===== src/rtl/tl45_hazard_ctrl_pkg.sv =====
// tl45_hazard_ctrl_pkg
//  Shared definitions for the tl45 hazard/sequencing controller:
//   - opcode encodings seen in the decode output buffer (OP_BUBBLE marks an empty slot)
//   - haz_state_t : controller sequencing state (RUN, DRAIN, HALTED)
//   - writes_dr() : true for opcodes that write their destination register
package tl45_hazard_ctrl_pkg;

   localparam logic [3:0] OP_ADD    = 4'h0;
   localparam logic [3:0] OP_NAND   = 4'h1;
   localparam logic [3:0] OP_ADDI   = 4'h2;
   localparam logic [3:0] OP_LW     = 4'h3;
   localparam logic [3:0] OP_SW     = 4'h4;
   localparam logic [3:0] OP_SKP    = 4'h5;
   localparam logic [3:0] OP_JALR   = 4'h6;
   localparam logic [3:0] OP_HALT   = 4'h7;
   localparam logic [3:0] OP_LEA    = 4'h8;
   localparam logic [3:0] OP_GOTO   = 4'h9;
   localparam logic [3:0] OP_BUBBLE = 4'hF;

   typedef enum logic [1:0] {
      RUN    = 2'd0,
      DRAIN  = 2'd1,
      HALTED = 2'd2
   } haz_state_t;

   function automatic logic writes_dr(input logic [3:0] opcode);
      return (opcode == OP_ADD)  || (opcode == OP_NAND) || (opcode == OP_ADDI) ||
             (opcode == OP_LW)   || (opcode == OP_JALR) || (opcode == OP_LEA);
   endfunction

endpackage


===== src/rtl/tl45_hazard_ctrl_if.sv =====
// tl45_hazard_ctrl_if
//  Bundle between the pipeline (master) and the hazard controller (slave).
//  Pipeline -> controller : i_dec_opcode/dr/sr1/sr2 (decode buffer contents),
//                           i_wb_valid/i_wb_dr (writeback retire), i_br_taken, i_mem_busy
//  Controller -> pipeline : o_stall_fetch, o_stall_decode, o_flush_decode, o_bubble_execute,
//                           o_halted, o_perf_stall_cnt, o_perf_flush_cnt
interface tl45_hazard_ctrl_if;
   import tl45_hazard_ctrl_pkg::*;

   logic [3:0]  i_dec_opcode;
   logic [3:0]  i_dec_dr;
   logic [3:0]  i_dec_sr1;
   logic [3:0]  i_dec_sr2;
   logic        i_wb_valid;
   logic [3:0]  i_wb_dr;
   logic        i_br_taken;
   logic        i_mem_busy;
   logic        o_stall_fetch;
   logic        o_stall_decode;
   logic        o_flush_decode;
   logic        o_bubble_execute;
   logic        o_halted;
   logic [31:0] o_perf_stall_cnt;
   logic [31:0] o_perf_flush_cnt;

   modport master (
      output i_dec_opcode, i_dec_dr, i_dec_sr1, i_dec_sr2, i_wb_valid, i_wb_dr,
             i_br_taken, i_mem_busy,
      input  o_stall_fetch, o_stall_decode, o_flush_decode, o_bubble_execute, o_halted,
             o_perf_stall_cnt, o_perf_flush_cnt
   );

   modport slave (
      input  i_dec_opcode, i_dec_dr, i_dec_sr1, i_dec_sr2, i_wb_valid, i_wb_dr,
             i_br_taken, i_mem_busy,
      output o_stall_fetch, o_stall_decode, o_flush_decode, o_bubble_execute, o_halted,
             o_perf_stall_cnt, o_perf_flush_cnt
   );

endinterface


===== src/rtl/tl45_hazard_ctrl_scoreboard.sv =====
// tl45_hazard_ctrl_scoreboard
//  16 per-register in-flight write counters, SB_CNT_W bits each.
//  Ports: i_clk, i_reset (sync, active-high), inc_en_i/inc_idx_i (write issued),
//         dec_en_i/dec_idx_i (write retired), busy_o (count!=0), full_o (count==max),
//         all_clear_o (no writes in flight).
module tl45_hazard_ctrl_scoreboard
   import tl45_hazard_ctrl_pkg::*;
#(
   parameter int SB_CNT_W = 2
) (
   input  logic        i_clk,
   input  logic        i_reset,
   input  logic        inc_en_i,
   input  logic [3:0]  inc_idx_i,
   input  logic        dec_en_i,
   input  logic [3:0]  dec_idx_i,
   output logic [15:0] busy_o,
   output logic [15:0] full_o,
   output logic        all_clear_o
);

   localparam logic [SB_CNT_W-1:0] CNT_ONE = SB_CNT_W'(1);
   localparam logic [SB_CNT_W-1:0] CNT_MAX = '1;

   for (genvar gi = 0; gi < 16; gi++) begin : g_cnt
      logic [SB_CNT_W-1:0] cnt_q, cnt_d;
      logic inc_hit, dec_req, dec_hit;

      assign inc_hit = inc_en_i && (inc_idx_i == 4'(gi));
      assign dec_req = dec_en_i && (dec_idx_i == 4'(gi));
      // A retire against an empty counter (stale writeback after reset) is dropped.
      assign dec_hit = dec_req && (cnt_q != '0);

      always_comb begin
         cnt_d = cnt_q;
         if (inc_hit && !dec_hit)
            cnt_d = cnt_q + CNT_ONE;
         else if (!inc_hit && dec_hit)
            cnt_d = cnt_q - CNT_ONE;
      end

      always_ff @(posedge i_clk) begin
         if (i_reset) cnt_q <= '0;
         else         cnt_q <= cnt_d;
      end

      assign busy_o[gi] = (cnt_q != '0);
      assign full_o[gi] = (cnt_q == CNT_MAX);

      a_no_underflow: assert property (@(posedge i_clk) disable iff (i_reset)
                                       !(dec_req && cnt_q == '0));
   end

   assign all_clear_o = ~|busy_o;

endmodule


===== src/rtl/tl45_hazard_ctrl.sv =====
// tl45_hazard_ctrl
//  Pipeline sequencer beside decode: RAW-hazard stall/bubble via a write scoreboard,
//  taken-branch flush sequencing, and HALT drain.
//  Ports: i_clk, i_reset (sync, active-high), haz_if (tl45_hazard_ctrl_if.slave).
//  Parameters: SB_CNT_W (in-flight counter width), FLUSH_CYCLES (flush hold after a redirect).
//  Optional macro TL45_HAZ_PERF_EN: enables the 32-bit stall/flush performance counters;
//  otherwise both perf outputs are constant zero.
module tl45_hazard_ctrl
   import tl45_hazard_ctrl_pkg::*;
#(
   parameter int SB_CNT_W     = 2,
   parameter int FLUSH_CYCLES = 1
) (
   input  logic               i_clk,
   input  logic               i_reset,
   tl45_hazard_ctrl_if.slave  haz_if
);

   localparam int              FC_W    = $clog2(FLUSH_CYCLES + 1);
   localparam logic [FC_W-1:0] FC_LOAD = FC_W'(FLUSH_CYCLES);
   localparam logic [FC_W-1:0] FC_ONE  = FC_W'(1);

   haz_state_t      state_q, state_d;
   logic [FC_W-1:0] flush_cnt_q, flush_cnt_d;
   logic [15:0]     sb_busy, sb_full;
   logic            sb_all_clear;
   logic            run, dec_valid, dec_writes, hazard, br_accept, flushing, issue, wb_dec;

   assign run        = (state_q == RUN);
   assign dec_valid  = (haz_if.i_dec_opcode != OP_BUBBLE);
   assign dec_writes = writes_dr(haz_if.i_dec_opcode) && (haz_if.i_dec_dr != 4'd0);

   // A full destination counter is also a hazard: one more write would overflow it.
   assign hazard = dec_valid &&
                   (((haz_if.i_dec_sr1 != 4'd0) && sb_busy[haz_if.i_dec_sr1]) ||
                    ((haz_if.i_dec_sr2 != 4'd0) && sb_busy[haz_if.i_dec_sr2]) ||
                    (dec_writes && sb_full[haz_if.i_dec_dr]));

   // Redirects are only meaningful while running; the flush starts the same cycle.
   assign br_accept = haz_if.i_br_taken && run;
   assign flushing  = br_accept || (flush_cnt_q != '0);
   assign issue     = dec_valid && run && !hazard && !haz_if.i_mem_busy && !flushing;
   assign wb_dec    = haz_if.i_wb_valid && (haz_if.i_wb_dr != 4'd0);

   tl45_hazard_ctrl_scoreboard #(.SB_CNT_W(SB_CNT_W)) u_sb (
      .i_clk       (i_clk),
      .i_reset     (i_reset),
      .inc_en_i    (issue && dec_writes),
      .inc_idx_i   (haz_if.i_dec_dr),
      .dec_en_i    (wb_dec),
      .dec_idx_i   (haz_if.i_wb_dr),
      .busy_o      (sb_busy),
      .full_o      (sb_full),
      .all_clear_o (sb_all_clear)
   );

   always_comb begin
      flush_cnt_d = flush_cnt_q;
      if (br_accept)
         flush_cnt_d = FC_LOAD;
      else if (flush_cnt_q != '0)
         flush_cnt_d = flush_cnt_q - FC_ONE;
   end

   always_comb begin
      state_d = state_q;
      case (state_q)
         RUN:     if (issue && haz_if.i_dec_opcode == OP_HALT) state_d = DRAIN;
         DRAIN:   if (sb_all_clear && !haz_if.i_mem_busy)      state_d = HALTED;
         HALTED:  state_d = HALTED;
         default: state_d = RUN;
      endcase
   end

   always_ff @(posedge i_clk) begin
      if (i_reset) begin
         state_q     <= RUN;
         flush_cnt_q <= '0;
      end else begin
         state_q     <= state_d;
         flush_cnt_q <= flush_cnt_d;
      end
   end

   // Flush wins over a hazard stall: the stalled instruction is being squashed anyway.
   assign haz_if.o_stall_decode   = !run || haz_if.i_mem_busy || (hazard && !flushing);
   assign haz_if.o_stall_fetch    = haz_if.o_stall_decode;
   assign haz_if.o_flush_decode   = flushing;
   assign haz_if.o_bubble_execute = hazard && run && !haz_if.i_mem_busy && !flushing;
   assign haz_if.o_halted         = (state_q == HALTED);

   a_no_br_when_stopped: assert property (@(posedge i_clk) disable iff (i_reset)
                                          !(haz_if.i_br_taken && !run));

`ifdef TL45_HAZ_PERF_EN
   logic [31:0] perf_stall_q, perf_flush_q;

   always_ff @(posedge i_clk) begin
      if (i_reset) begin
         perf_stall_q <= '0;
         perf_flush_q <= '0;
      end else begin
         if (haz_if.o_bubble_execute) perf_stall_q <= perf_stall_q + 32'd1;
         if (br_accept)               perf_flush_q <= perf_flush_q + 32'd1;
      end
   end

   assign haz_if.o_perf_stall_cnt = perf_stall_q;
   assign haz_if.o_perf_flush_cnt = perf_flush_q;
`else
   assign haz_if.o_perf_stall_cnt = 32'h0;
   assign haz_if.o_perf_flush_cnt = 32'h0;
`endif

endmodule


===== src/flat_wrapper.sv =====
// flat-port wrapper written by rule: the top's interface ports become plain ports
module tl45_hazard_ctrl_flat import tl45_hazard_ctrl_pkg::*;
#(
   parameter int SB_CNT_W     = 2,
   parameter int FLUSH_CYCLES = 1
)
  (i_clk, i_reset, haz_if_i_dec_opcode, haz_if_i_dec_dr, haz_if_i_dec_sr1, haz_if_i_dec_sr2, haz_if_i_wb_valid, haz_if_i_wb_dr, haz_if_i_br_taken, haz_if_i_mem_busy, haz_if_o_stall_fetch, haz_if_o_stall_decode, haz_if_o_flush_decode, haz_if_o_bubble_execute, haz_if_o_halted, haz_if_o_perf_stall_cnt, haz_if_o_perf_flush_cnt);
  tl45_hazard_ctrl_if haz_if_i ();
  input  logic i_clk;
  input  logic i_reset;
  input wire logic [$bits(haz_if_i.i_dec_opcode)-1:0] haz_if_i_dec_opcode;
  input wire logic [$bits(haz_if_i.i_dec_dr)-1:0] haz_if_i_dec_dr;
  input wire logic [$bits(haz_if_i.i_dec_sr1)-1:0] haz_if_i_dec_sr1;
  input wire logic [$bits(haz_if_i.i_dec_sr2)-1:0] haz_if_i_dec_sr2;
  input wire logic [$bits(haz_if_i.i_wb_valid)-1:0] haz_if_i_wb_valid;
  input wire logic [$bits(haz_if_i.i_wb_dr)-1:0] haz_if_i_wb_dr;
  input wire logic [$bits(haz_if_i.i_br_taken)-1:0] haz_if_i_br_taken;
  input wire logic [$bits(haz_if_i.i_mem_busy)-1:0] haz_if_i_mem_busy;
  output wire logic [$bits(haz_if_i.o_stall_fetch)-1:0] haz_if_o_stall_fetch;
  output wire logic [$bits(haz_if_i.o_stall_decode)-1:0] haz_if_o_stall_decode;
  output wire logic [$bits(haz_if_i.o_flush_decode)-1:0] haz_if_o_flush_decode;
  output wire logic [$bits(haz_if_i.o_bubble_execute)-1:0] haz_if_o_bubble_execute;
  output wire logic [$bits(haz_if_i.o_halted)-1:0] haz_if_o_halted;
  output wire logic [$bits(haz_if_i.o_perf_stall_cnt)-1:0] haz_if_o_perf_stall_cnt;
  output wire logic [$bits(haz_if_i.o_perf_flush_cnt)-1:0] haz_if_o_perf_flush_cnt;
  assign haz_if_i.i_dec_opcode = haz_if_i_dec_opcode;
  assign haz_if_i.i_dec_dr = haz_if_i_dec_dr;
  assign haz_if_i.i_dec_sr1 = haz_if_i_dec_sr1;
  assign haz_if_i.i_dec_sr2 = haz_if_i_dec_sr2;
  assign haz_if_i.i_wb_valid = haz_if_i_wb_valid;
  assign haz_if_i.i_wb_dr = haz_if_i_wb_dr;
  assign haz_if_i.i_br_taken = haz_if_i_br_taken;
  assign haz_if_i.i_mem_busy = haz_if_i_mem_busy;
  assign haz_if_o_stall_fetch = haz_if_i.o_stall_fetch;
  assign haz_if_o_stall_decode = haz_if_i.o_stall_decode;
  assign haz_if_o_flush_decode = haz_if_i.o_flush_decode;
  assign haz_if_o_bubble_execute = haz_if_i.o_bubble_execute;
  assign haz_if_o_halted = haz_if_i.o_halted;
  assign haz_if_o_perf_stall_cnt = haz_if_i.o_perf_stall_cnt;
  assign haz_if_o_perf_flush_cnt = haz_if_i.o_perf_flush_cnt;
  tl45_hazard_ctrl #(.SB_CNT_W(SB_CNT_W), .FLUSH_CYCLES(FLUSH_CYCLES)) u_core (.i_clk(i_clk), .i_reset(i_reset), .haz_if(haz_if_i));
endmodule

===== config.mk =====
export PLATFORM = sky130hd
export DESIGN_NAME = tl45_hazard_ctrl_flat
export DESIGN_NICKNAME = d
export VERILOG_FILES = /design/src/rtl/tl45_hazard_ctrl_pkg.sv /design/src/rtl/tl45_hazard_ctrl_if.sv /design/src/rtl/tl45_hazard_ctrl_scoreboard.sv /design/src/rtl/tl45_hazard_ctrl.sv /design/src/flat_wrapper.sv
export SDC_FILE = /design/constraint.sdc
export NUM_CORES = 1
export LEC_CHECK = 0
export BUFFER_PORTS_ARGS = -buffer_cell sky130_fd_sc_hd__buf_4
export CAP_MARGIN = 10
export CORE_MARGIN = 4
export CORE_UTILIZATION = 48
export DETAILED_ROUTE_END_ITERATION = 10
export HOLD_SLACK_MARGIN = 0.12
export PLACE_DENSITY_LB_ADDON = 0.05
export SLEW_MARGIN = 20
export SYNTH_ARGS = -nofsm -noshare
export SYNTH_HDL_FRONTEND = slang
export SYNTH_HIERARCHICAL = 1
export SYNTH_SLANG_ARGS = --single-unit

===== constraint.sdc =====
create_clock -name i_clk -period 3.1 [get_ports i_clk]
set_clock_uncertainty 0.2 [all_clocks]
set_input_delay 0.155 -clock i_clk [delete_from_list [all_inputs] [get_ports i_clk]]
set_output_delay 0.155 -clock i_clk [all_outputs]
set_load 0.01 [all_outputs]

# ---- Word level (Yosys, flattened, before mapping)
# Cells that the tools add are included.
dict set report totals {
  reg_bits 35
  in_bits 25
  output_inout_bits 69
  elab_cells 341
}
dict set report op_classes {
  n_addsub 33
  magnitude_cmp 3
  n_eq_ne 57
  muxes 43
  reduce_logical 187
}
# operator count
set ops {}
lappend ops {{$logic_and A1 B1 Y1} 98}
lappend ops {{$eq A4 B4 Y1 const B} 17}
lappend ops {{$mux W2} 34}
lappend ops {{$reduce_bool A2 Y1} 32}
lappend ops {{$eq A4 B3 Y1 const B} 10}
lappend ops {{$logic_not A1 Y1} 37}
lappend ops {{$eq A2 B2 Y1 const B} 17}
lappend ops {{$add A2 B1 Y2 const B} 16}
lappend ops {{$sub A2 B1 Y2 const B} 16}
lappend ops {{$eq A4 B2 Y1 const B} 6}
lappend ops {{$reduce_bool A4 Y1} 4}
lappend ops {{$reduce_or A16 Y1} 1}
lappend ops {{$lt A4 B5 Y1 const B} 3}
lappend ops {{$bmux W1 S4} 3}
lappend ops {{$eq A4 B1 Y1 const B} 3}
lappend ops {{$logic_not A4 Y1} 3}
lappend ops {{$logic_or A1 B1 Y1} 10}
lappend ops {{$pmux W2 S3} 1}
lappend ops {{$mux W1} 5}
lappend ops {{$ne A4 B4 Y1 const B} 1}
lappend ops {{$eq A2 B1 Y1 const B} 1}
lappend ops {{$logic_not A2 Y1} 1}
lappend ops {{$ne A2 B1 Y1 const B} 1}
lappend ops {{$ne A2 B2 Y1 const B} 1}
lappend ops {{other kinds (2)} 2}

# ---- Depth between registers and ports, before layout
# Gate-level depths: netlist of run 1.
dict set report depth {
  word_depth 20
  depth_mapped 13
  depth_no_buf 13
}

# ---- By module
# Netlist of run 1, hierarchy kept.
# module n_inst cells_each area_per_inst_um2 seq_area_each_um2
set by_module_without_submodules {}
lappend by_module_without_submodules {tl45_hazard_ctrl_scoreboard 1 237 1968.1 640.6}
lappend by_module_without_submodules {tl45_hazard_ctrl 1 137 1191.1 60.1}

# ---- Least setup slack after synthesis of run 1
# Ideal clock, no wire load.
dict set report synth_timing {
  path_kind {flip-flop to flip-flop}
  start {register u_core.u_sb.g_cnt[11].cnt_q[0]}
  end {register u_core.u_sb.g_cnt[0].cnt_q[1]}
  setup_time_ps 71
  arrival_ps 3195
  required_time_ps 2829
  path_slack_ps -366
  stages_incl_launch_ff 12
  path_buffers 0
  period_less_slack_ps 3466
  path_cell_list {dfxtp_1 or2_1 mux4_1 mux2_2 a211oi_2 a21boi_2 and2_1 or3b_1 nor3_2 ha_1 or3_1 a21oi_1}
}
dict set report synth_via {
  elab_chain_cells 16
  word_cells_on_any_way 25
  classes_between {eq/ne: 1; mux: 7; reduce/logical: 17}
}
# item line
set synth_lines {}
lappend synth_lines {{from (decl)} tl45_hazard_ctrl_scoreboard.sv:26} ;# logic [SB_CNT_W-1:0] cnt_q, cnt_d;
lappend synth_lines {{from (signal assigned)} tl45_hazard_ctrl_scoreboard.sv:44} ;# else cnt_q <= cnt_d;
lappend synth_lines {{$reduce_bool A2 Y1 *} tl45_hazard_ctrl_scoreboard.sv:47} ;# assign busy_o[gi] = (cnt_q != '0);
lappend synth_lines {{net u_core.sb_busy[11]} tl45_hazard_ctrl.sv:25} ;# logic [15:0] sb_busy, sb_full;
lappend synth_lines {{$bmux W1 S4 (on tied branches)} {tl45_hazard_ctrl.sv:35, tl45_hazard_ctrl.sv:36}}
lappend synth_lines {{$mux W1 (on tied branches)} {tl45_hazard_ctrl.sv:35, tl45_hazard_ctrl.sv:36}}
lappend synth_lines {{$logic_and A1 B1 Y1 (on tied branches)} {tl45_hazard_ctrl.sv:35, tl45_hazard_ctrl.sv:36}}
lappend synth_lines {{$logic_or A1 B1 Y1 *} tl45_hazard_ctrl.sv:35} ;# (((haz_if.i_dec_sr1 != 4'd0) && sb_busy[haz_if.i_dec_sr1]) ||
lappend synth_lines {{$logic_or A1 B1 Y1 *} tl45_hazard_ctrl.sv:36} ;# ((haz_if.i_dec_sr2 != 4'd0) && sb_busy[haz_if.i_dec_sr2]) ||
lappend synth_lines {{$logic_and A1 B1 Y1 *} tl45_hazard_ctrl.sv:34} ;# assign hazard = dec_valid &&
lappend synth_lines {{$logic_not A1 Y1 *} tl45_hazard_ctrl.sv:42} ;# assign issue = dec_valid && run && !hazard && !haz_if.i_mem_busy && !flushing;
lappend synth_lines {{$logic_and A1 B1 Y1 * (3 in a row)} tl45_hazard_ctrl.sv:42}
lappend synth_lines {{$logic_and A1 B1 Y1 *} tl45_hazard_ctrl.sv:48} ;# .inc_en_i (issue && dec_writes),
lappend synth_lines {{$logic_and A1 B1 Y1 *} tl45_hazard_ctrl_scoreboard.sv:29} ;# assign inc_hit = inc_en_i && (inc_idx_i == 4'(gi));
lappend synth_lines {{$logic_not A1 Y1} tl45_hazard_ctrl_scoreboard.sv:38} ;# else if (!inc_hit && dec_hit)
lappend synth_lines {{$logic_and A1 B1 Y1} tl45_hazard_ctrl_scoreboard.sv:38}
lappend synth_lines {{$reduce_bool A2 Y1 (no line)} --}
lappend synth_lines {{to (signal assigned)} tl45_hazard_ctrl_scoreboard.sv:44}
lappend synth_lines {{to (decl)} tl45_hazard_ctrl_scoreboard.sv:26}
# Mark *: on every way through the listed nets, which the timed path passes. The rest lies on a longest branch. The select of a mux whose other input is x is not followed.
# A chain may end at the register's enable or synchronous reset.

# ---- Worst setup path in the final report of run 1
dict set report layout_timing {
  start {register u_core.u_sb.g_cnt[15].cnt_q[1]}
  end {register u_core.u_sb.g_cnt[1].cnt_q[1]}
}
dict set report layout_via {
  elab_chain_cells 16
  word_cells_on_any_way 25
  classes_between {eq/ne: 1; mux: 7; reduce/logical: 17}
}
# item line
set layout_lines {}
lappend layout_lines {{from (decl)} tl45_hazard_ctrl_scoreboard.sv:26}
lappend layout_lines {{from (signal assigned)} tl45_hazard_ctrl_scoreboard.sv:44}
lappend layout_lines {{$reduce_bool A2 Y1 *} tl45_hazard_ctrl_scoreboard.sv:47}
lappend layout_lines {{net u_core.sb_busy[15]} tl45_hazard_ctrl.sv:25}
lappend layout_lines {{$bmux W1 S4 (on tied branches)} {tl45_hazard_ctrl.sv:35, tl45_hazard_ctrl.sv:36}}
lappend layout_lines {{$mux W1 (on tied branches)} {tl45_hazard_ctrl.sv:35, tl45_hazard_ctrl.sv:36}}
lappend layout_lines {{$logic_and A1 B1 Y1 (on tied branches)} {tl45_hazard_ctrl.sv:35, tl45_hazard_ctrl.sv:36}}
lappend layout_lines {{$logic_or A1 B1 Y1 *} tl45_hazard_ctrl.sv:35}
lappend layout_lines {{$logic_or A1 B1 Y1 *} tl45_hazard_ctrl.sv:36}
lappend layout_lines {{$logic_and A1 B1 Y1 *} tl45_hazard_ctrl.sv:34}
lappend layout_lines {{$logic_not A1 Y1 *} tl45_hazard_ctrl.sv:42}
lappend layout_lines {{$logic_and A1 B1 Y1 * (3 in a row)} tl45_hazard_ctrl.sv:42}
lappend layout_lines {{$logic_and A1 B1 Y1 *} tl45_hazard_ctrl.sv:48}
lappend layout_lines {{$logic_and A1 B1 Y1 *} tl45_hazard_ctrl_scoreboard.sv:29}
lappend layout_lines {{$logic_not A1 Y1} tl45_hazard_ctrl_scoreboard.sv:38}
lappend layout_lines {{$logic_and A1 B1 Y1} tl45_hazard_ctrl_scoreboard.sv:38}
lappend layout_lines {{$reduce_bool A2 Y1 (no line)} --}
lappend layout_lines {{to (signal assigned)} tl45_hazard_ctrl_scoreboard.sv:44}
lappend layout_lines {{to (decl)} tl45_hazard_ctrl_scoreboard.sv:26}
# Marks and branches as above.

==> run_results.csv, run 1 <==
group,metric,value,unit
synthesis,postSynthCellCount,373,
critical_path,cp_max_fo,4,
route,firstDrtPassIters,4,
sta,final.setup.worst_slack,-0.440,ns
sta,drv_slew,0,
critical_path,worst_setup_path_end_kind,"flip-flop",
clock_network,clk_transition_reported_paths,0.08,ns
power,vdd.ir_drop.worst,0.214,mV
run,max-cap-violations,0,
sta,clock.fmax,282,MHz
route,drt-total-wl,8460,µm
place,detailedPlacementHpwl,6300,µm
hold_path,hold_depth,5,
sta,setup_tns,-9.06,ns
critical_path,cp.required,3.12,ns
layout,layout-area-overhead-vs-synth,31.7,%
sta,fin_worst_hold_slack,0.219,ns
critical_path,wp_buf_inv,1,
clock_network,cts_root_buf,"sky130_fd_sc_hd__clkbuf_8",
die,ioPinCount,94,
route,drt_first_iter_violations,126,
clock_network,max_h_tree_level,2,
route,antenna_violating_nets_post_route,0,
layout,num_antenna_cells,0,
critical_path,crit_start,"u_core/u_sb/g_cnt[15].cnt_q[1]",
grt,largest_net_degree_at_the_start_of_global_routing,33,
clock_network,numCtsBuffers,5,
hold_path,worstHoldStart,"haz_if_i_wb_dr[2]",
sta,min_period,3.54,ns
grt,grt_pass1_vias,2651,
grt,first_pass_grt_wire_length,12700,µm
place,place_congestion,0.889,
critical_path,crit_chain,"or2_1, mux4_2, mux2_4, a211oi_4, a21boi_2, and2_4, or3b_4, buf_6, nor2_4, ha_4, or3_1, a21oi_1",
place,placement.io_buffers,29,
hold_path,hold_path.class,"input port to flip-flop",
clock_network,clock_sink_count,35,
die,die-width,89.1,µm
sta,finalCritPeriodShare,114,%
sta,worst_slew_pin_slew,0.631,ns
critical_path,critical_path_depth,12,
clock_network,clk-insertion-delay-late,0.29,ns
critical_path,worst_path_largest_cell_delay,0.46,ns
clock_network,cts_tree,"done",
route,detail_route.vias_per_cell,5.12,
place,post-place-ws,-0.355,ns
die,design.die.area,0.00793,mm²
grt,grt_antenna_before_repair,0,
critical_path,critical_path.top_delay_family,"simple AND/OR/NAND/NOR gates",
outcome,run_status,"finished, violations left",
critical_path,criticalPathCategory,"flip-flop to flip-flop",
route,post_drt_wl_per_cell,15.2,µm
critical_path,crit_arrival,3.56,ns
sta,slew-limit-headroom,57.6,%
die,floorplan.die.height,89.1,µm
power,cellLeakagePower,0.00195,µW
outcome,failed_checks,"negative setup slack",
grt,sum_of_overflow_across_all_layers_after_global_routing,0,
critical_path,start_kind,"flip-flop",
layout,finalNetCount,525,
sta,rsz0062_at_grt,"true",
route,post-route-drc-count,0,
critical_path,r2r_start,"u_core/u_sb/g_cnt[15].cnt_q[1]",
power,power.density,264,mW/mm²
sta,final_number_of_hold_violating_endpoints,0,
layout,layoutNonFillerInstCount,558,
critical_path,r2r_cells,12,
die,num_rows,29,
grt,grtUsageTotal,20.8,%
layout,layout.core_utilization,65.4,%
synthesis,mean_instance_size_in_the_synthesized_netlist,8.45,µm²
die,core_area,0.00635,mm²
critical_path,critical_path.slowest_cell,"sky130_fd_sc_hd__mux4_2",
sta,setup_violations,32,
synthesis,netlist_area,0.00315,mm²
synthesis,synth_warnings,6,
place,place.detailed.instances,539,
clock_network,clk_path_buf_depth,2,
layout,drive_gt1_share,35.1,%
route,detailroute.via_count,2859,
die,starting_density_of_the_core,49.7,%
## stage by stage
| step | total power (µW) | area [µm²] |
|---|---|---|
| 3_3_place_gp | 740 | 3700 |
| 6_report | 1090 | 4150 |
| 3_5_place_dp | 742 | 3700 |
| 5_1_grt | 1160 | 4150 |
| 2_1_floorplan | 693 | 3400 |
| 4_1_cts | 1100 | 3940 |
## layout make-up
| class | instances | area (µm²) |
|---|---|---|
| clock buffer | 7 | 76.3 |
| clock inverter | 1 | 5.00 |
| fill | 556 | 2200 |
| inverter | 4 | 15.0 |
| multi-input combinational | 328 | 2380 |
| sequential | 35 | 714 |
| tap | 77 | 96.3 |
| timing repair buffer | 106 | 865 |
## sequential cells by signal, indices dropped and copies added, names as in the netlist
name                     count
u_core/state_q               2
u_core/u_sb/g_cnt.cnt_q     32
u_core/flush_cnt_q           1
## layer usage
| metal | vias to the layer above | part of all wire, % | global-route usage (%) |
|---|---|---|---|
| li1 | 1392 | - | - |
| met1 | 1341 | 42 | 27.1 |
| met2 | 105 | 48 | 35.7 |
| met3 | 21 | 7.4 | 4.52 |
| met4 | 0 | 2.6 | 3.92 |
| met5 | - | 0 | 0 |
## worst paths after layout
path / to / slack [ns]
min reg2reg: u_core/state_q[0] / 0.31
min: u_core/u_sb/g_cnt[14].cnt_q[1] / 0.22
max: u_core/u_sb/g_cnt[1].cnt_q[1] / -0.44
max reg2reg: u_core/u_sb/g_cnt[1].cnt_q[1] / -0.44
## placed cells by master, fill, tap and decap left out, types with 5 or more instances in the layout
master	instances
sky130_fd_sc_hd__clkbuf_8	5
sky130_fd_sc_hd__or3_1	15
sky130_fd_sc_hd__mux4_2	6
sky130_fd_sc_hd__a21oi_1	15
sky130_fd_sc_hd__nand4_1	8
sky130_fd_sc_hd__dfxtp_1	24
sky130_fd_sc_hd__conb_1	64
sky130_fd_sc_hd__nor4_1	8
sky130_fd_sc_hd__nor2b_1	7
sky130_fd_sc_hd__or2_1	12
sky130_fd_sc_hd__buf_6	13
sky130_fd_sc_hd__nand2b_1	8
sky130_fd_sc_hd__xor2_1	29
sky130_fd_sc_hd__nand2_1	7
sky130_fd_sc_hd__mux2_2	6
sky130_fd_sc_hd__o21ai_0	15
sky130_fd_sc_hd__nor2_1	29
sky130_fd_sc_hd__buf_4	89
sky130_fd_sc_hd__nand3_1	13
sky130_fd_sc_hd__ha_1	15
sky130_fd_sc_hd__dfxtp_2	11
sky130_fd_sc_hd__ha_4	5
sky130_fd_sc_hd__o21ai_1	5
sky130_fd_sc_hd__and2_1	13
## worst register-to-register path: stages (launching register included)
cell                       delay, ns
sky130_fd_sc_hd__dfxtp_2        0.34
sky130_fd_sc_hd__or2_1          0.24
sky130_fd_sc_hd__mux4_2         0.46
sky130_fd_sc_hd__mux2_4         0.28
sky130_fd_sc_hd__a211oi_4       0.21
sky130_fd_sc_hd__a21boi_2       0.24
sky130_fd_sc_hd__and2_4         0.18
sky130_fd_sc_hd__or3b_4         0.42
sky130_fd_sc_hd__buf_6          0.14
sky130_fd_sc_hd__nor2_4         0.09
sky130_fd_sc_hd__ha_4           0.21
sky130_fd_sc_hd__or3_1          0.34
sky130_fd_sc_hd__a21oi_1        0.12
## where the power goes
group | switching (µW) | leakage [µW] | internal, µW | total, µW
Sequential | 6.93 | 0.000288 | 459 | 466
Clock | 170 | 0.0000422 | 158 | 328
Combinational | 172 | 0.00162 | 128 | 300
Total | 349 | 0.00195 | 746 | 1090
## what timing repair did
action,CTS,global route
cloned,0,0
pin swaps,20,27
hold buffers,4,0
gates resized for setup,16,44
buffers inserted,6,1
endpoints found under the setup margin,32,32
hold endpoints to repair,33,0
Note: power is estimated with default switching activity, not from simulation.
==> run 2: changes to the inputs <==
CORE_MARGIN = 2   (was 4)
PLACE_DENSITY = 0.9   (was default)
PLACE_DENSITY_LB_ADDON = default   (was 0.05)
==> run 2 against run 1 <==
  * The flow still finishes with violations (negative setup slack)
  * Core utilization down 3.4 points
  * Cell count is 1.3% lower
  * Sequential cell count unchanged
  * Clock power shrank 6.1%
  * Critical path depth fell by 1
  * Power fell by 2.8%
  * Combinational power down 4%
  * Die area decreased by 8.8%
  * Register-to-register slack got worse by 0.04 ns
==> run_results.csv, run 2 (synthesized netlist as in run 1, its figures left out) <==
group,metric,value,unit
outcome,run_status,"finished, violations left",
outcome,failed_checks,"negative setup slack",
die,floorplan.die.height,85.1,µm
sta,final.setup.worst_slack,-0.480,ns
sta,clock.fmax,279,MHz
route,detail_route.vias_per_cell,5.56,
sta,finalCritPeriodShare,115,%
critical_path,critical_path.top_delay_family,"simple AND/OR/NAND/NOR gates",
critical_path,crit-reg2reg-capture,"u_core/u_sb/g_cnt[0].cnt_q[1]",
critical_path,r2r_start,"u_core/u_sb/g_cnt[10].cnt_q[0]",
sta,worst_slew_pin_slew,0.578,ns
critical_path,criticalPathCategory,"flip-flop to flip-flop",
run,max-cap-violations,0,
critical_path,crit_start,"u_core/u_sb/g_cnt[10].cnt_q[0]",
critical_path,cp.required,3.12,ns
critical_path,worst_reg2reg_setup_slack,-0.48,ns
route,firstDrtPassIters,5,
critical_path,wp_buf_inv,0,
route,post_drt_wl_per_cell,16.3,µm
die,core_area,0.00635,mm²
sta,min_period,3.58,ns
critical_path,critical_path.slowest_cell,"sky130_fd_sc_hd__mux4_2",
critical_path,cp_max_fo,4,
place,placement.io_buffers,29,
place,place_congestion,0.987,
layout,layout-area-overhead-vs-synth,24.9,%
clock_network,clk-insertion-delay-late,0.29,ns
clock_network,numCtsBuffers,5,
die,design.die.area,0.00723,mm²
grt,grt_pass1_vias,2899,
route,detailroute.via_count,3065,
place,place.detailed.instances,534,
critical_path,r2r_cells,11,
sta,rsz0062_at_grt,"true",
critical_path,worst_setup_path_end_kind,"flip-flop",
layout,finalNetCount,520,
clock_network,cts_root_buf,"sky130_fd_sc_hd__clkbuf_8",
sta,final_number_of_hold_violating_endpoints,0,
layout,largest_registers,"u_core/u_sb/g_cnt.cnt_q (32), u_core/state_q (2), u_core/flush_cnt_q (1)",
route,drt-total-wl,8960,µm
clock_network,cts_tree,"done",
layout,num_antenna_cells,0,
critical_path,start_kind,"flip-flop",
place,detailed_place.area,0.00367,mm²
power,total_power,1060,µW
hold_path,worstHoldStart,"haz_if_i_wb_dr[2]",
layout,most-common-layout-cells,"sky130_fd_sc_hd__buf_4, sky130_fd_sc_hd__conb_1, sky130_fd_sc_hd__xor2_1",
critical_path,crit_chain,"or2_4, mux4_2, mux2_4, a211oi_2, a21boi_2, and2_4, or3b_4, nor3_2, ha_1, or3_4, a21oi_2",
place,detailedPlacementHpwl,6450,µm
power,cellLeakagePower,0.00188,µW
layout,finish.instance_area,0.00394,mm²
grt,sum_of_overflow_across_all_layers_after_global_routing,0,
route,drt_first_iter_violations,211,
hold_path,hold_path.class,"input port to flip-flop",
layout,mostFrequentLayoutCell,"sky130_fd_sc_hd__buf_4",
hold_path,hold_depth,5,
critical_path,crit_arrival,3.60,ns
die,ioPinCount,94,
sta,setup_violations,32,
sta,slew-limit-headroom,61.1,%
grt,largest_net_degree_at_the_start_of_global_routing,38,
die,starting_density_of_the_core,49.7,%
clock_network,clock_sink_count,35,
power,power.density,270,mW/mm²
grt,first_pass_grt_wire_length,13300,µm
power,vdd.ir_drop.worst,0.184,mV
clock_network,max_h_tree_level,2,
layout,largest_register_ff_count,32,
grt,grtUsageTotal,23.2,%
hold_path,timing.hold.worst_endpoint,"u_core/u_sb/g_cnt[13].cnt_q[1]",
die,num_rows,29,
place,post-place-ws,-0.376,ns
layout,fill_cells,552,
sta,fin_worst_hold_slack,0.231,ns
sta,drv_slew,0,
route,antenna_violating_nets_post_route,0,
die,die-width,85.1,µm
critical_path,worst_path_largest_cell_delay,0.46,ns
layout,regMostFlops,"u_core/u_sb/g_cnt.cnt_q",
route,post-route-drc-count,0,
layout,drive_gt1_share,32.3,%
clock_network,clk_transition_reported_paths,0.07,ns
layout,layoutNonFillerInstCount,551,
clock_network,clk_path_buf_depth,2,
grt,grt_antenna_before_repair,0,
==> run 2: cell count changes in the layout (fill, tap and decap cells not counted), moves of 2 or more <==
| cell | previous run | this run |
|---|---|---|
| sky130_fd_sc_hd__buf_6 | 13 | 3 |
| sky130_fd_sc_hd__o21ai_0 | 15 | 19 |
| sky130_fd_sc_hd__nor3_4 | 2 | 0 |
| sky130_fd_sc_hd__nor2_2 | 2 | 5 |
| sky130_fd_sc_hd__ha_1 | 15 | 19 |
| sky130_fd_sc_hd__ha_4 | 5 | 1 |
| sky130_fd_sc_hd__nor2_4 | 3 | 1 |
| sky130_fd_sc_hd__o21ai_1 | 5 | 1 |
| sky130_fd_sc_hd__buf_4 | 89 | 95 |
==> run 2: metal layers <==
layer / share of wire, % / up-vias / track usage (%) / wire length (µm)
met1: 36 / 1424 / 25.7 / 3180
met5: 0 / - / 0 / 0
li1: - / 1385 / - / -
met3: 9.1 / 43 / 5.45 / 813
met4: 4.6 / 0 / 11.5 / 408
met2: 51 / 213 / 41.2 / 4560
==> run 2: cell type report <==
type,count,area [µm²],share of cell area [%]
clock buffers,6,72.6,1.84
flip-flops and latches,35,713,18.1
inverters,4,15.0,0.381
multi-input cells,328,2260,57.5
repair buffers,101,777,19.7
well taps,77,96.3,2.45
==> run 2: stage by stage <==
| step | TNS (ns) | utilization [%] |
|---|---|---|
| 3_5_place_dp | -5.29 | 57.7 |
| 3_3_place_gp | -2.87 | 57.7 |
| 4_1_cts | -5.19 | 60.4 |
| 6_report | -9.75 | 62.0 |
| 2_1_floorplan | -0.831 | - |
| 5_1_grt | -13.05 | 62.0 |
==> run 2: power by group <==
group	internal (µW)	switching (µW)
Sequential	460	7.47
Combinational	119	169
Clock	150	159
==> run 2: how the worst max path moves through the flow <==
| stage | depth (start not counted) | to | slack, ns |
|---|---|---|---|
| after floorplan | 11 | u_core/u_sb/g_cnt[0].cnt_q[1] | -0.23 |
| after global placement | 11 | u_core/u_sb/g_cnt[0].cnt_q[1] | -0.27 |
| after detailed placement | 11 | u_core/u_sb/g_cnt[0].cnt_q[1] | -0.38 |
| after CTS | 11 | u_core/u_sb/g_cnt[0].cnt_q[1] | -0.34 |
| after global routing | 11 | u_core/u_sb/g_cnt[2].cnt_q[1] | -0.64 |
| final | 11 | u_core/u_sb/g_cnt[0].cnt_q[1] | -0.48 |
==> run 2: tightest hold or removal path: cells and delay by family <==
family	cells	cell delay, ns
compound gates	1	0.05
buf+inv	1	0.15
simple gates	2	0.18
fa+ha+maj	1	0.14
==> run 2: repair_timing <==
| action | 4_1_cts | 5_1_grt |
|---|---|---|
| hold buffers | 3 | 0 |
| pin swaps | 26 | 19 |
| setup endpoints to repair | 32 | 32 |
| hold endpoints to repair | 32 | 0 |
| cloned | 0 | 0 |
| buffers inserted | 5 | 3 |
| resized for setup | 10 | 20 |
==> run 3: changes to the inputs <==
SKIP_LAST_GASP = 1   (was default)
==> run 3 against run 2 <==
  * Count of clock-buffer cells in the layout unchanged
  * Critical path type unchanged
  * Hold slack worse by 0.00090 ns
  * Critical endpoint unchanged
  * Non-clock buffer count unchanged
  * First-iteration DRC count down 15%
  * Power about the same
  * The run still ends with negative setup slack left
  * Clock power about the same
  * Cell count unchanged
  * Routed wire length up 0.23%
  * Via count up 0.33%
  * Worst setup slack worse by 0.013 ns
  * Global-route usage unchanged
==> run_results.csv, run 3 (synthesized netlist as in run 1, its figures left out) <==
group,metric,value,unit
grt,sum_of_overflow_across_all_layers_after_global_routing,0,
layout,drive_gt1_share,32.3,%
layout,finalNetCount,520,
clock_network,cts_root_buf,"sky130_fd_sc_hd__clkbuf_8",
critical_path,worst_setup_path_end_kind,"flip-flop",
route,detailroute.via_count,3075,
hold_path,timing.hold.worst_endpoint,"u_core/u_sb/g_cnt[13].cnt_q[1]",
clock_network,clock_sink_count,35,
grt,grt_antenna_before_repair,0,
clock_network,clk_transition_reported_paths,0.07,ns
critical_path,criticalPathCategory,"flip-flop to flip-flop",
critical_path,cp.required,3.12,ns
critical_path,cp_max_fo,4,
sta,finalCritPeriodShare,116,%
power,power.density,271,mW/mm²
route,detail_route.vias_per_cell,5.58,
clock_network,numCtsBuffers,5,
grt,most_congested_layer_reported_by_global_routing,"met2",
route,post-route-drc-count,0,
layout,mostFrequentLayoutCell,"sky130_fd_sc_hd__buf_4",
clock_network,clk-insertion-delay-late,0.29,ns
route,drt_first_iter_violations,180,
die,num_rows,29,
critical_path,crit_arrival,3.62,ns
layout,num_antenna_cells,0,
grt,grtUsageTotal,23.2,%
layout,largest_registers,"u_core/u_sb/g_cnt.cnt_q (32), u_core/state_q (2), u_core/flush_cnt_q (1)",
outcome,failed_checks,"negative setup slack",
sta,worst_slew_pin_slew,0.587,ns
place,place_congestion,0.987,
power,vdd.ir_drop.worst,0.185,mV
route,firstDrtPassIters,5,
hold_path,worstHoldStart,"haz_if_i_wb_dr[2]",
route,drt-total-wl,8980,µm
sta,setup_violations,32,
grt,grt_pass1_vias,2899,
layout,layout-area-overhead-vs-synth,24.8,%
run,max-cap-violations,0,
layout,largest_register_ff_count,32,
clock_network,cts_tree,"done",
critical_path,start_kind,"flip-flop",
sta,slew-limit-headroom,60.5,%
sta,rsz0062_at_grt,"true",
die,design.die.area,0.00723,mm²
layout,most-common-layout-cells,"sky130_fd_sc_hd__buf_4, sky130_fd_sc_hd__conb_1, sky130_fd_sc_hd__xor2_1",
sta,min_period,3.59,ns
power,cellLeakagePower,0.00188,µW
hold_path,hold_path.class,"input port to flip-flop",
die,ioPinCount,94,
die,die-width,85.1,µm
critical_path,r2r_cells,11,
sta,clock.fmax,278,MHz
outcome,run_status,"finished, violations left",
die,floorplan.die.height,85.1,µm
route,post_drt_wl_per_cell,16.3,µm
place,placement.io_buffers,29,
layout,fill_cells,554,
grt,global_route.usage.met3,5.45,%
critical_path,r2r_start,"u_core/u_sb/g_cnt[10].cnt_q[0]",
place,post-place-ws,-0.376,ns
clock_network,max_h_tree_level,2,
grt,largest_net_degree_at_the_start_of_global_routing,38,
layout,regMostFlops,"u_core/u_sb/g_cnt.cnt_q",
sta,final_number_of_hold_violating_endpoints,0,
critical_path,worst_reg2reg_setup_slack,-0.49,ns
hold_path,hold_depth,5,
route,antenna_violating_nets_post_route,0,
place,detailedPlacementHpwl,6450,µm
clock_network,clk_path_buf_depth,2,
sta,drv_slew,0,
sta,fin_worst_hold_slack,0.231,ns
grt,met1_usage,25.7,%
die,starting_density_of_the_core,49.7,%
grt,use_met2,41.2,%
sta,final.setup.worst_slack,-0.493,ns
die,core_area,0.00635,mm²
critical_path,crit-reg2reg-capture,"u_core/u_sb/g_cnt[0].cnt_q[1]",
grt,first_pass_grt_wire_length,13300,µm
## run 3: cell count changes in the layout (fill, tap and decap cells not counted)
cell and change:
sky130_fd_sc_hd__buf_4 +1, sky130_fd_sc_hd__buf_6 -1
## run 3: power breakdown
| part | switching, µW | total, µW | internal, µW |
|---|---|---|---|
| Clock | 159 | 309 | 150 |
| Combinational | 169 | 288 | 119 |
| Sequential | 7.56 | 467 | 460 |
| Total | 336 | 1060 | 728 |
## run 3: through the flow
stage	power (µW)	util, %	std cells	setup TNS, ns	instance area [µm²]
6_report	1060	62.0	551	-9.93	3930
5_1_grt	1110	62.0	551	-13.07	3930
4_1_cts	1060	60.4	548	-5.19	3840
3_5_place_dp	743	57.7	534	-5.29	3670
3_3_place_gp	731	57.7	534	-2.87	3670
2_1_floorplan	693	-	436	-0.831	3400
## run 3: repair_timing
item                                   4_1_cts  5_1_grt
resized for setup                           10       19
buffers inserted                             5        3
hold buffers                                 3        0
setup endpoints to repair                   32       32
endpoints found under the hold margin       32        0
pin swaps                                   26       19
## run 3: how the worst max path moves through the flow
| stage | from | endpoint | cells past startpoint | slack (ns) |
|---|---|---|---|---|
| after floorplan | u_core/u_sb/g_cnt[14].cnt_q[1] | u_core/u_sb/g_cnt[0].cnt_q[1] | 11 | -0.23 |
| after global placement | u_core/u_sb/g_cnt[8].cnt_q[1] | u_core/u_sb/g_cnt[0].cnt_q[1] | 11 | -0.27 |
| after detailed placement | u_core/u_sb/g_cnt[10].cnt_q[1] | u_core/u_sb/g_cnt[0].cnt_q[1] | 11 | -0.38 |
| after CTS | u_core/u_sb/g_cnt[9].cnt_q[1] | u_core/u_sb/g_cnt[0].cnt_q[1] | 11 | -0.34 |
| after global routing | u_core/u_sb/g_cnt[12].cnt_q[1] | u_core/u_sb/g_cnt[2].cnt_q[1] | 11 | -0.64 |
| final | u_core/u_sb/g_cnt[10].cnt_q[0] | u_core/u_sb/g_cnt[0].cnt_q[1] | 11 | -0.49 |
## run 3: layout make-up
| cell class | count | area [µm²] | area share, % |
|---|---|---|---|
| clock buffer | 6 | 72.6 | 1.84 |
| inverter | 4 | 15.0 | 0.382 |
| multi-input combinational | 328 | 2260 | 57.5 |
| sequential | 35 | 713 | 18.1 |
| tap | 77 | 96.3 | 2.45 |
| timing repair buffer | 101 | 773 | 19.7 |
## run 3: layer usage
layer | part of all wire (%) | wire length, µm
met5 | 0 | 0
met3 | 8.3 | 742
met2 | 50 | 4530
met1 | 37 | 3280
met4 | 4.8 | 429
## run 3: critical path, cell delays in order (launching register included)
cell                       delay (ns)
sky130_fd_sc_hd__dfxtp_2         0.34
sky130_fd_sc_hd__or2_4           0.26
sky130_fd_sc_hd__mux4_2          0.47
sky130_fd_sc_hd__mux2_4          0.29
sky130_fd_sc_hd__a211oi_2        0.24
sky130_fd_sc_hd__a21boi_2        0.21
sky130_fd_sc_hd__and2_4          0.18
sky130_fd_sc_hd__or3b_4          0.41
sky130_fd_sc_hd__nor3_2          0.11
sky130_fd_sc_hd__ha_1            0.27
sky130_fd_sc_hd__or3_4           0.40
sky130_fd_sc_hd__a21oi_2         0.14
